===== src/rtl/regfile_pkg.sv =====
// Shared constants and types for the multi-port register file.
package regfile_pkg;

  localparam int unsigned REG_DATA_WIDTH = 32;
  localparam int unsigned REG_NUM        = 32;
  localparam int unsigned REG_ADDR_WIDTH = $clog2(REG_NUM);

  typedef logic [REG_ADDR_WIDTH-1:0] reg_addr_t;
  typedef logic [REG_DATA_WIDTH-1:0] reg_data_t;

  typedef enum logic {
    RF_INIT = 1'b0,
    RF_RUN  = 1'b1
  } rf_state_t;

endpackage


===== src/rtl/multi_port_register_file_if.sv =====
// Read/write/issue bundle between issue/writeback stages and the register file.
interface multi_port_register_file_if
  import regfile_pkg::*;
#(
  parameter int unsigned DATA_WIDTH = REG_DATA_WIDTH,
  parameter int unsigned NUM_REGS   = REG_NUM,
  parameter int unsigned NUM_READ   = 2,
  parameter int unsigned NUM_WRITE  = 1
) ();
  localparam int unsigned AW = $clog2(NUM_REGS);

  logic                                  ready;
  logic [NUM_READ-1:0][AW-1:0]           raddr;
  logic [NUM_READ-1:0][DATA_WIDTH-1:0]   rdata;
  logic [NUM_READ-1:0]                   rbusy;
  logic [NUM_WRITE-1:0]                  wen;
  logic [NUM_WRITE-1:0][AW-1:0]          waddr;
  logic [NUM_WRITE-1:0][DATA_WIDTH-1:0]  wdata;
  logic                                  issue_valid;
  logic [AW-1:0]                         issue_addr;

  modport master (
    input  ready, rdata, rbusy,
    output raddr, wen, waddr, wdata, issue_valid, issue_addr
  );

  modport slave (
    output ready, rdata, rbusy,
    input  raddr, wen, waddr, wdata, issue_valid, issue_addr
  );

endinterface


===== src/rtl/regfile_scoreboard.sv =====
// Per-register pending-write busy bits. Writes clear, issues set; set wins on
// a same-cycle collision because the newly issued producer is still outstanding.
module regfile_scoreboard #(
  parameter int unsigned NUM_REGS  = 32,
  parameter int unsigned NUM_WRITE = 1,
  parameter int unsigned AW        = $clog2(NUM_REGS)
) (
  input  logic                         clk,
  input  logic                         rst,
  input  logic                         run,
  input  logic [NUM_WRITE-1:0]         wen,
  input  logic [NUM_WRITE-1:0][AW-1:0] waddr,
  input  logic                         issue_valid,
  input  logic [AW-1:0]                issue_addr,
  output logic [NUM_REGS-1:0]          busy
);

  logic [NUM_REGS-1:0] busy_q, busy_d;

  // Next busy vector: clears from writeback first, then the issue set overrides.
  always_comb begin
    busy_d = busy_q;
    if (run) begin
      for (int i = 0; i < NUM_WRITE; i++) begin
        if (wen[i] && (waddr[i] != '0)) busy_d[waddr[i]] = 1'b0;
      end
      if (issue_valid && (issue_addr != '0)) busy_d[issue_addr] = 1'b1;
    end
    busy_d[0] = 1'b0;
  end

  // Busy state register.
  always_ff @(posedge clk) begin
    if (rst) busy_q <= '0;
    else     busy_q <= busy_d;
  end

  assign busy = busy_q;

endmodule


===== src/rtl/multi_port_register_file.sv =====
// Multi-port register file with scoreboard and a sequential reset sweep, so the
// storage array itself needs no reset and can map to distributed RAM.
// Optional macro: REGFILE_BYPASS_EN forwards same-cycle write data to reads.
module multi_port_register_file
  import regfile_pkg::*;
#(
  parameter int unsigned DATA_WIDTH = REG_DATA_WIDTH,
  parameter int unsigned NUM_REGS   = REG_NUM,
  parameter int unsigned NUM_READ   = 2,
  parameter int unsigned NUM_WRITE  = 1
) (
  input logic                      clk,
  input logic                      rst,
  multi_port_register_file_if.slave bus
);
  localparam int unsigned AW = $clog2(NUM_REGS);

  rf_state_t           state_q, state_d;
  logic [AW-1:0]       cnt_q, cnt_d;
  logic                run;
  logic [NUM_REGS-1:0] busy;
  logic [DATA_WIDTH-1:0] mem [NUM_REGS];

  assign run       = (state_q == RF_RUN);
  assign bus.ready = run;

  // Sweep FSM: step through every entry once, then run.
  always_comb begin
    state_d = state_q;
    cnt_d   = cnt_q;
    if (state_q == RF_INIT) begin
      cnt_d = cnt_q + AW'(1);
      if (cnt_q == AW'(NUM_REGS - 1)) state_d = RF_RUN;
    end
  end

  // FSM state registers.
  always_ff @(posedge clk) begin
    if (rst) begin
      state_q <= RF_INIT;
      cnt_q   <= '0;
    end else begin
      state_q <= state_d;
      cnt_q   <= cnt_d;
    end
  end

  // Storage: sweep clears while initialising; later ports override earlier ones.
  always_ff @(posedge clk) begin
    if (!rst) begin
      if (!run) begin
        mem[cnt_q] <= '0;
      end else begin
        for (int i = 0; i < NUM_WRITE; i++) begin
          if (bus.wen[i] && (bus.waddr[i] != '0)) mem[bus.waddr[i]] <= bus.wdata[i];
        end
      end
    end
  end

  regfile_scoreboard #(
    .NUM_REGS  (NUM_REGS),
    .NUM_WRITE (NUM_WRITE),
    .AW        (AW)
  ) u_scoreboard (
    .clk         (clk),
    .rst         (rst),
    .run         (run),
    .wen         (bus.wen),
    .waddr       (bus.waddr),
    .issue_valid (bus.issue_valid),
    .issue_addr  (bus.issue_addr),
    .busy        (busy)
  );

  // Read muxes; register 0 and the whole INIT phase read as zero / not busy.
  always_comb begin
    for (int k = 0; k < NUM_READ; k++) begin
      bus.rdata[k] = '0;
      bus.rbusy[k] = 1'b0;
      if (run && (bus.raddr[k] != '0)) begin
        bus.rdata[k] = mem[bus.raddr[k]];
        bus.rbusy[k] = busy[bus.raddr[k]];
`ifdef REGFILE_BYPASS_EN
        for (int i = 0; i < NUM_WRITE; i++) begin
          if (bus.wen[i] && (bus.waddr[i] == bus.raddr[k])) begin
            bus.rdata[k] = bus.wdata[i];
            // A same-cycle re-issue keeps the stored bit; its new set lands next cycle.
            if (!(bus.issue_valid && (bus.issue_addr == bus.raddr[k]))) bus.rbusy[k] = 1'b0;
          end
        end
`endif
      end
    end
  end

endmodule


===== src/flat_wrapper.sv =====
// flat-port wrapper written by rule: the top's interface ports become plain ports
module multi_port_register_file_flat import regfile_pkg::*;
#(
  parameter int unsigned DATA_WIDTH = REG_DATA_WIDTH,
  parameter int unsigned NUM_REGS   = REG_NUM,
  parameter int unsigned NUM_READ   = 2,
  parameter int unsigned NUM_WRITE  = 1
)
  (clk, rst, bus_ready, bus_rdata, bus_rbusy, bus_raddr, bus_wen, bus_waddr, bus_wdata, bus_issue_valid, bus_issue_addr);
  multi_port_register_file_if #(.DATA_WIDTH(DATA_WIDTH), .NUM_REGS(NUM_REGS), .NUM_READ(NUM_READ), .NUM_WRITE(NUM_WRITE)) bus_i ();
  input logic clk;
  input logic rst;
  output wire logic [$bits(bus_i.ready)-1:0] bus_ready;
  output wire logic [$bits(bus_i.rdata)-1:0] bus_rdata;
  output wire logic [$bits(bus_i.rbusy)-1:0] bus_rbusy;
  input wire logic [$bits(bus_i.raddr)-1:0] bus_raddr;
  input wire logic [$bits(bus_i.wen)-1:0] bus_wen;
  input wire logic [$bits(bus_i.waddr)-1:0] bus_waddr;
  input wire logic [$bits(bus_i.wdata)-1:0] bus_wdata;
  input wire logic [$bits(bus_i.issue_valid)-1:0] bus_issue_valid;
  input wire logic [$bits(bus_i.issue_addr)-1:0] bus_issue_addr;
  assign bus_ready = bus_i.ready;
  assign bus_rdata = bus_i.rdata;
  assign bus_rbusy = bus_i.rbusy;
  assign bus_i.raddr = bus_raddr;
  assign bus_i.wen = bus_wen;
  assign bus_i.waddr = bus_waddr;
  assign bus_i.wdata = bus_wdata;
  assign bus_i.issue_valid = bus_issue_valid;
  assign bus_i.issue_addr = bus_issue_addr;
  multi_port_register_file #(.DATA_WIDTH(DATA_WIDTH), .NUM_REGS(NUM_REGS), .NUM_READ(NUM_READ), .NUM_WRITE(NUM_WRITE)) u_core (.clk(clk), .rst(rst), .bus(bus_i));
endmodule

===== config.mk =====
export PLATFORM = sky130hd
export DESIGN_NAME = multi_port_register_file_flat
export DESIGN_NICKNAME = d
export VERILOG_FILES = /design/src/rtl/regfile_pkg.sv /design/src/rtl/multi_port_register_file_if.sv /design/src/rtl/regfile_scoreboard.sv /design/src/rtl/multi_port_register_file.sv /design/src/flat_wrapper.sv
export SDC_FILE = /design/constraint.sdc
export NUM_CORES = 1
export LEC_CHECK = 0
export BUFFER_PORTS_ARGS = -buffer_cell sky130_fd_sc_hd__buf_4
export CAP_MARGIN = 0
export CELL_PAD_IN_SITES_DETAIL_PLACEMENT = 1
export CELL_PAD_IN_SITES_GLOBAL_PLACEMENT = 1
export CORE_MARGIN = 2
export CORE_UTILIZATION = 50
export DETAILED_ROUTE_END_ITERATION = 8
export GPL_ROUTABILITY_DRIVEN = 0
export GPL_TIMING_DRIVEN = 0
export PLACE_DENSITY = 0.83
export SLEW_MARGIN = 10
export SYNTH_ARGS = -nofsm -noshare
export SYNTH_HDL_FRONTEND = slang
export SYNTH_SLANG_ARGS = --single-unit

===== constraint.sdc =====
create_clock -name clk -period 4.02 [get_ports clk]
set_clock_uncertainty 0.1 [all_clocks]
set_input_delay 0.201 -clock clk [delete_from_list [all_inputs] [get_ports clk]]
set_output_delay 0.201 -clock clk [all_outputs]
set_load 0.01 [all_outputs]

# Word-level counts from Yosys, hierarchy flattened
# Memories as Yosys holds them, arrays and structs flattened.
# Index checks and enable logic that the tools add are counted.
# W data, S select, Z words.
# classes
multipliers,0
n_lt_le_gt_ge,6
n_div,0
addsub,1
shifts,0
n_bitwise,3
eq_ne,1
n_mux,27
n_reduce_logical,11
# op_table
cell,count
$mux W32,6
$and A32 B32 Y32,1
$not A32 Y32,1
$or A32 B32 Y32,1
$reduce_or A32 Y1,1
$lt A5 B6 Y1 const B,4
$reduce_bool A5 Y1,4
$mux W1,16
$bmux W1 S5,2
$demux W1 S5,2
$ge A5 B1 Y1 const B,2
$logic_and A1 B1 Y1,6
$add A5 B1 Y5 const B,1
$eq A5 B5 Y1 const B,1
$mux W5,1
# word_totals
mem_bits_ro,0
ramBits,1024
memories,1
ff_bits,38
out_inout_bits,67
latch_bits,0
# mem_list
name,depth,word_bits,rd,rd_ports_with_merged_regs,write_ports,line,source
u_core.mem,32,32,2,0,1,multi_port_register_file.sv:22,logic [DATA_WIDTH-1:0] mem [NUM_REGS];

# Logic depth before layout (Yosys ltp)
# Gate-level depths: netlist of run 1.
# depth
word_depth,10
mapped_depth,9

# Modules after synthesis
# A second synthesis of run 1 with hierarchy kept.
# unflattened
cells_unflattened,2799
area_unflattened_um2,50166.9
# by_module_without_submodules
mod,area_per_inst_um2,seq_area_each_um2,cells_each,n_inst
multi_port_register_file,48806.8,30869.6,2640,1
regfile_scoreboard,1360.1,620.6,159,1

# Worst setup path after synthesis of run 1
# Ideal clock, no wire load.
# synth_path
path_type,register -> register
start,reg u_core.state_q (netlist: u_core.bus.ready)
end,"mem u_core.mem[18][0] in the netlist's numbering, enable pin"
t_arrival_ns,3.491
stages_incl_launch_ff,6
path_buffers,1
t_required_ns,3.459
slack_ns,-0.032
setup_ns,0.461
synth_period_minus_slack_ns,4.052
cell_sequence,dfxtp_1 > nand2_1 > a211o_1 > buf_2 > mux2i_1 > nor3_1
# synth_via
elab_chain_len,5
word_cells_on_any_way,9
cone_classes,mux (8); reduce/logical (1)
# synth_lines
item,line,source
"start, declared",multi_port_register_file.sv:18,"rf_state_t state_q, state_d;"
"start signal, assigned",multi_port_register_file.sv:43,state_q <= state_d;
$mux W1,multi_port_register_file.sv:51,if (!run) begin
$mux W1,multi_port_register_file.sv:50,if (!rst) begin
$mux W1 (not written as such),multi_port_register_file.sv:55,if (bus.wen[i] && (bus.waddr[i] != '0)) mem[bus.waddr[i]] <= bus.wdata[i];
$reduce_or A32 Y1 (no line),n/a,
$mux W5 (no line) or $mux W1 (tied branches),n/a,
"end, declared",multi_port_register_file.sv:22,
# Parallel ways exist; a longest one is shown, timed or not.

# Final worst setup path of run 1
# layout_path
start,in bus_raddr[2]
end,out bus_rdata[24]
# layout_via
elab_chain_len,3
word_cells_on_any_way,4
cone_classes,mux (1); reduce/logical (2); memory (1)
# layout_lines
item,line,source
"start, declared",flat_wrapper.sv:16,input wire logic [$bits(bus_i.raddr)-1:0] bus_raddr;
"parallel branches: the longest is 2 deep, another holds $mem_v2 Z32 W32",n/a,
$mux W32 *,multi_port_register_file.sv:81,if (run && (bus.raddr[k] != '0)) begin
"end, declared",flat_wrapper.sv:14,output wire logic [$bits(bus_i.rdata)-1:0] bus_rdata;
# Every way passes the cells marked *.

==> flow_summary.toml, run 1 <==
[floorplan]
core_area_sq_um = 98300
row_count = 115
die_x_microns = 319
die_area_sq_um = 101000
pin_count = 123
start_util_pct = 50.3
die_h_microns = 319

[timing]
hold_viol_final = 0
relSlewSlack_pct = 12.2
finalWorstSetupSlack_ns = -0.118
drv_slew = 0
setup_viol = 6
rsz0062_at_grt = "false"
whs_ns = 0.129
period_needed_ns = 4.14
tns_ns = -0.349
max_freq_mhz = 242
fin_crit_sh_pct = 103
worstMarginPinSlew_ns = 1.32

[pwr]
max-vdd-ir-drop_mv = 0.357
power.share.combinational_pct = 7.0
swShare_pct = 23.4
p_sw_mw = 5.51
power_density_nw_per_um2 = 414
power.total_mw = 23.6
intPower_mw = 18.1
p_seq_share_pct = 51.2
p_leak_nw = 17.1
clkPwrFrac_pct = 41.8

[routing]
vias = 32767
drc_errors = 0
avgRoutedWirePerCell_microns = 42.1
drt_iter0_markers = 5430
finalWirelength_mm = 182
vias_per_cell = 7.57
dr.pass1.iters = 8
postRouteAntennaNets = 0

[grt]
track_usage_pct = 35.8
grt_pass1_vias = 33679
grt_max_degree = 33
grt.overflow.total = 0
grt_pass1_wl_mm = 256
antenna_found_initial = 18

[clock_network]
cts_max_level = 3
clk_pin_slew_worst_paths_ns = 0.06
cts_buffers = 106
cts_root_buf = "clkbuf_16"
clockBufferDepth = 3
cts_tree = "yes"
clkLatencyLatePin_ns = 0.70
cts.sinks = 1061

[outcome]
outcome = "complete, but fails checks"
failed_checks = "negative setup slack"

[hold_path]
hp-class = "in2reg"
holdCritStartpoint = "bus_wdata[4]"

[worst_setup_path]
arrival_ns = 3.84
start_kind = "input port"
worstSetupEndpoint = "bus_rdata[24]"
cp_max_fo = 10
r2r_slack_ns = 0.07
crit_chain = "buf_2, buf_1, buf_2, mux2i_1, o22a_1, o221ai_1, buf_4"
end_kind = "output port"
reg2regPathDepth = 8
cp-startpoint = "bus_raddr[2]"
r2r-start = "u_core.bus.ready"
cpPeakStageDelay_ns = 1.02
r2r_end = "u_core.mem[17][7]"
path_class = "in2out"
cp_slowest_cell = "buf_1"
cpMostUsedCell = "buf_2"
crit_required_ns = 3.72

[synth]
yosys_most_used_dff = "edfxtp_1"
synth_cell_types = 54
async_flop_share_pct = 0
yosys_warnings = 0
netlist_area_sq_um = 49500
syn_inst = 2557
avgSynthCellArea_sq_um = 19.3
seq_area_frac_synth_pct = 63.7
synth-seq-cells = 1061
synth-edff-count = 1024
syn-num-nets = 2615

[placed_design]
placed_cells = 4100
dpl.hpwl_mm = 126
place_area_sq_um = 53400
numPortBuffers = 115

[job]
max_cap_violations = 0

[cells_and_area]
final_area_sq_um = 57000
fin_cells = 4328
final_common_cell = "edfxtp_1"
most-common-layout-cells = "edfxtp_1 (1,024), mux4_2 (461), mux2i_1 (271), buf_4 (233), clkbuf_1 (120)"
layout.nets = 3002
area_delta_synth_final_pct = 15.3
drive_gt1_share_pct = 35.1
==> worst max-delay path: cells and delay by family <==
kind | cells | cell delay (ns)
buffers and inverters | 4 | 2.32
AOI/OAI and AO/OA | 2 | 0.69
muxes | 1 | 0.60
==> stage by stage <==
| step | util (%) | worst slack (ns) |
|---|---|---|
| detailed placement | 54.3 | -0.242 |
| floorplan | - | -0.0323 |
| finish | 58.0 | -0.118 |
| CTS | 57.9 | 0.0432 |
| global route | 58.0 | 0.0230 |
| global placement | 52.8 | -3.61 |
==> cell type report <==
cell class	instances	area [sq um]
inverters	6	22.5
multi-input cells	1281	17100
repair buffers	279	2320
flip-flops and latches	1061	31500
clock buffers	133	2800
diodes	10	25.0
plain buffers	209	1070
fillers	8571	41300
well taps	1287	1610
clock inverters	62	542
==> Yosys cell counts, drive strengths merged, types with 3 or more instances <==
master,instances,area share [%]
nor3,35,0.35
a31oi,5,0.063
dfxtp,37,1.5
a211oi,34,0.52
nand2,42,0.32
nand4,4,0.051
inv,6,0.046
or3,3,0.038
buf,109,1.4
and3b,3,0.053
o22ai,32,0.40
edfxtp,1024,62
a2111oi,32,0.83
nor2,25,0.19
nand3,5,0.051
o221ai,65,1.2
clkbuf,100,0.77
nand3b,3,0.046
a22o,32,0.57
o21ai,32,0.32
and2,33,0.42
mux4,461,21
mux2i,272,5.5
a22oi,32,0.49
nor4,3,0.038
o22a,34,0.60
a21oi,63,0.64
nand2b,5,0.063
nor2b,4,0.051
==> repair_timing <==
| item | CTS | global route |
|---|---|---|
| hold endpoints to repair | 31 | 8 |
| setup buffers | 0 | 2 |
| setup endpoints to repair | 6 | 18 |
| hold buffers | 18 | 1 |
| resized for setup | 8 | 3 |
| pin swaps | 0 | 1 |
==> routing by layer <==
metal / share of wire [%] / vias up / wire [microns] / GRT usage [%]
met1: 33 / 16985 / 60500 / 44.7
li1: - / 11913 / - / -
met4: 6.5 / 18 / 11900 / 19.9
met3: 13 / 764 / 24100 / 10.6
met5: 0.065 / - / 119 / 0
met2: 47 / 3087 / 85500 / 56.2
==> power by group through the flow <==
stage	sequential (mW)	clock, mW	combinational (mW)
CTS	12.1	9.77	1.60
global route	12.1	10.2	1.68
finish	12.1	9.86	1.66
detailed placement	12.3	0	1.57
floorplan	12.3	0	0.955
global placement	12.3	0	1.49
==> how the worst min path moves through the flow <==
stage                                         endpoint  cells after the start
after floorplan            u_core.u_scoreboard.busy[1]                      3
after global placement     u_core.u_scoreboard.busy[8]                      2
after detailed placement  u_core.u_scoreboard.busy[28]                      2
after CTS                 u_core.u_scoreboard.busy[14]                      4
after global routing      u_core.u_scoreboard.busy[14]                      4
final                                 u_core.mem[9][4]                      2
==> state kept, by name, indices dropped and copies added (netlist names) <==
register and cells:
u_core.bus.ready 1, u_core.cnt_q 5, u_core.mem 1024, u_core.u_scoreboard.busy 31
==> cells by family after synthesis <==
group | count (synthesis) | synth area share [%]
simple gates | 176 | 1.86
xor+xnor | 3 | 0.0531
flops | 1061 | 63.7
compound gates | 367 | 5.68
mux | 733 | 26.5
fa+ha+maj | 2 | 0.0506
buf+inv | 215 | 2.20
Power figures use the tool's default switching activity.
==> run 2, diff against run 1 <==
- CORE_ASPECT_RATIO: not set -> 0.6
==> run 2 against run 1 <==
The flow finishes with violations (max-capacitance violations, negative setup slack). Worst hold slack got worse by 0.10 ns. Combinational power grew 3%. Clock power shrank 3.8%. Critical endpoint is now bus_rdata[58]. First-iteration DRC count up 15%. Non-clock buffer count fell by 6.
==> flow_summary.toml, run 2 (synthesis gave the netlist of run 1 again) <==
[pwr]
max-vdd-ir-drop_mv = 0.349
power_density_nw_per_um2 = 409
p_seq_share_pct = 51.9
intPower_mw = 17.7
power.share.combinational_pct = 7.4
clkPwrFrac_pct = 40.8
p_leak_nw = 16.9
p_sw_mw = 5.52
swShare_pct = 23.7

[grt]
grt_pass1_vias = 33196
track_usage_pct = 37.0
grt.overflow.total = 0
grt_pass1_wl_mm = 260
grt_max_degree = 33
antenna_found_initial = 19

[timing]
drv_slew = 0
max_freq_mhz = 236
tns_ns = -1.66
fin_crit_sh_pct = 105
relSlewSlack_pct = 0.639
period_needed_ns = 4.24
whs_ns = 0.0292
rsz0062_at_grt = "false"
finalWorstSetupSlack_ns = -0.217
worstMarginPinSlew_ns = 1.49
setup_viol = 20
hold_viol_final = 0

[worst_setup_path]
cpMostUsedCell = "buf_4"
cp_max_fo = 10
cp-startpoint = "bus_raddr[8]"
crit_required_ns = 3.72
start_kind = "input port"
arrival_ns = 3.94
r2r-start = "u_core.bus.ready"
cp_slowest_cell = "clkdlybuf4s15_1"
cpPeakStageDelay_ns = 0.94
end_kind = "output port"
cp_top_family = "buffers and inverters"
path_class = "in2out"
crit_chain = "buf_4, buf_4, or3_1, clkbuf_1, clkdlybuf4s15_1, o22ai_1, a2111oi_4, a211oi_1, buf_4"
crit_buf_inv = 5

[cells_and_area]
largest_register = "u_core.mem"
layout.nets = 2985
final_core_util_pct = 58.0
area_delta_synth_final_pct = 15.1
final_common_cell = "edfxtp_1"
drive_gt1_share_pct = 35.8
largest_reg_flops = 1024
fin_cells = 4334
most-common-layout-cells = "edfxtp_1 (1,024), mux4_2 (461), mux2i_1 (268), buf_4 (229), clkbuf_1 (106)"

[clock_network]
cts.sinks = 1061
cts_max_level = 3
cts_buffers = 95
cts_tree = "yes"
cts_root_buf = "clkbuf_16"
clockBufferDepth = 3
clk_pin_slew_worst_paths_ns = 0.07
clkLatencyLatePin_ns = 0.71

[placed_design]
placed_cells = 4136
numPortBuffers = 115
dpl_worst_slack_ns = -0.0120
dpl.hpwl_mm = 133

[hold_path]
hp-class = "in2reg"
holdCritStartpoint = "bus_wen"

[routing]
dr.pass1.iters = 6
finalWirelength_mm = 189
drc_errors = 0
postRouteAntennaNets = 0
drt_iter0_markers = 6239
vias_per_cell = 7.72
avgRoutedWirePerCell_microns = 43.7
vias = 33449

[floorplan]
die_h_microns = 248
core_area_sq_um = 98200
die_area_sq_um = 102000
start_util_pct = 50.4
pin_count = 123
die_x_microns = 410
row_count = 89

[outcome]
failed_checks = "max-capacitance violations, negative setup slack"
outcome = "complete, but fails checks"

[job]
max_cap_violations = 1
==> run 2: changes by cell type in the layout (fill, tap and decap cells not counted), sizes merged, moves of 3 or more <==
cell	previous run	this run
clkinvlp	7	10
dlygate4sd3	19	13
clkinv	42	32
inv	11	7
clkbuf	234	223
==> run 2: through the flow <==
stage	total power, mW	instance area, sq um
finish	23.3	56900
global route	23.5	56900
CTS	23.1	56700
detailed placement	13.9	53400
global placement	13.8	52000
floorplan	13.2	49500
==> run 2: final timing paths <==
path / end / slack [ns] / cells past startpoint
max: bus_rdata[58] / -0.22 / 9
min: u_core.u_scoreboard.busy[23] / 0.03 / 4
max reg2reg: u_core.mem[26][10] / 0.07 / 8
min reg2reg: u_core.u_scoreboard.busy[27] / 0.40 / 2
==> run 2: what timing repair did <==
| action | 4_1_cts | 5_1_grt |
|---|---|---|
| hold endpoints to repair | 31 | 0 |
| buffers inserted | 0 | 0 |
| hold buffers | 13 | 0 |
| setup endpoints to repair | 3 | 23 |
| resized for setup | 4 | 22 |
==> run 2: tightest hold or removal path: stages <==
cell and delay (ns):
clkbuf_2 0.15, nand4_1 0.21, o21ai_0 0.10, a21oi_1 0.14
==> run 2: cell type report <==
type,instances,area [sq um]
Fill cell,8565,41300
Clock inverter,50,453
Inverter,6,22.5
Sequential cell,1061,31500
Buffer,208,1080
Timing Repair Buffer,274,2280
Tap cell,1319,1650
Multi-Input combinational cell,1281,17300
Clock buffer,124,2650
Antenna cell,11,27.5
==> run 2: power by group through the flow <==
stage	Clock, mW	Sequential, mW	Combinational (mW)
6_report	9.49	12.1	1.71
5_1_grt	9.74	12.1	1.72
3_3_place_gp	0	12.3	1.51
3_5_place_dp	0	12.3	1.59
4_1_cts	9.40	12.1	1.61
2_1_floorplan	0	12.3	0.955
==> run 2: metal layers <==
metal / part of all wire (%) / vias up / global-route usage, %
li1: - / 11876 / -
met1: 34 / 17429 / 48.1
met2: 43 / 3436 / 53.7
met3: 17 / 690 / 17.2
met4: 5.1 / 18 / 16.1
met5: 0.22 / - / 0
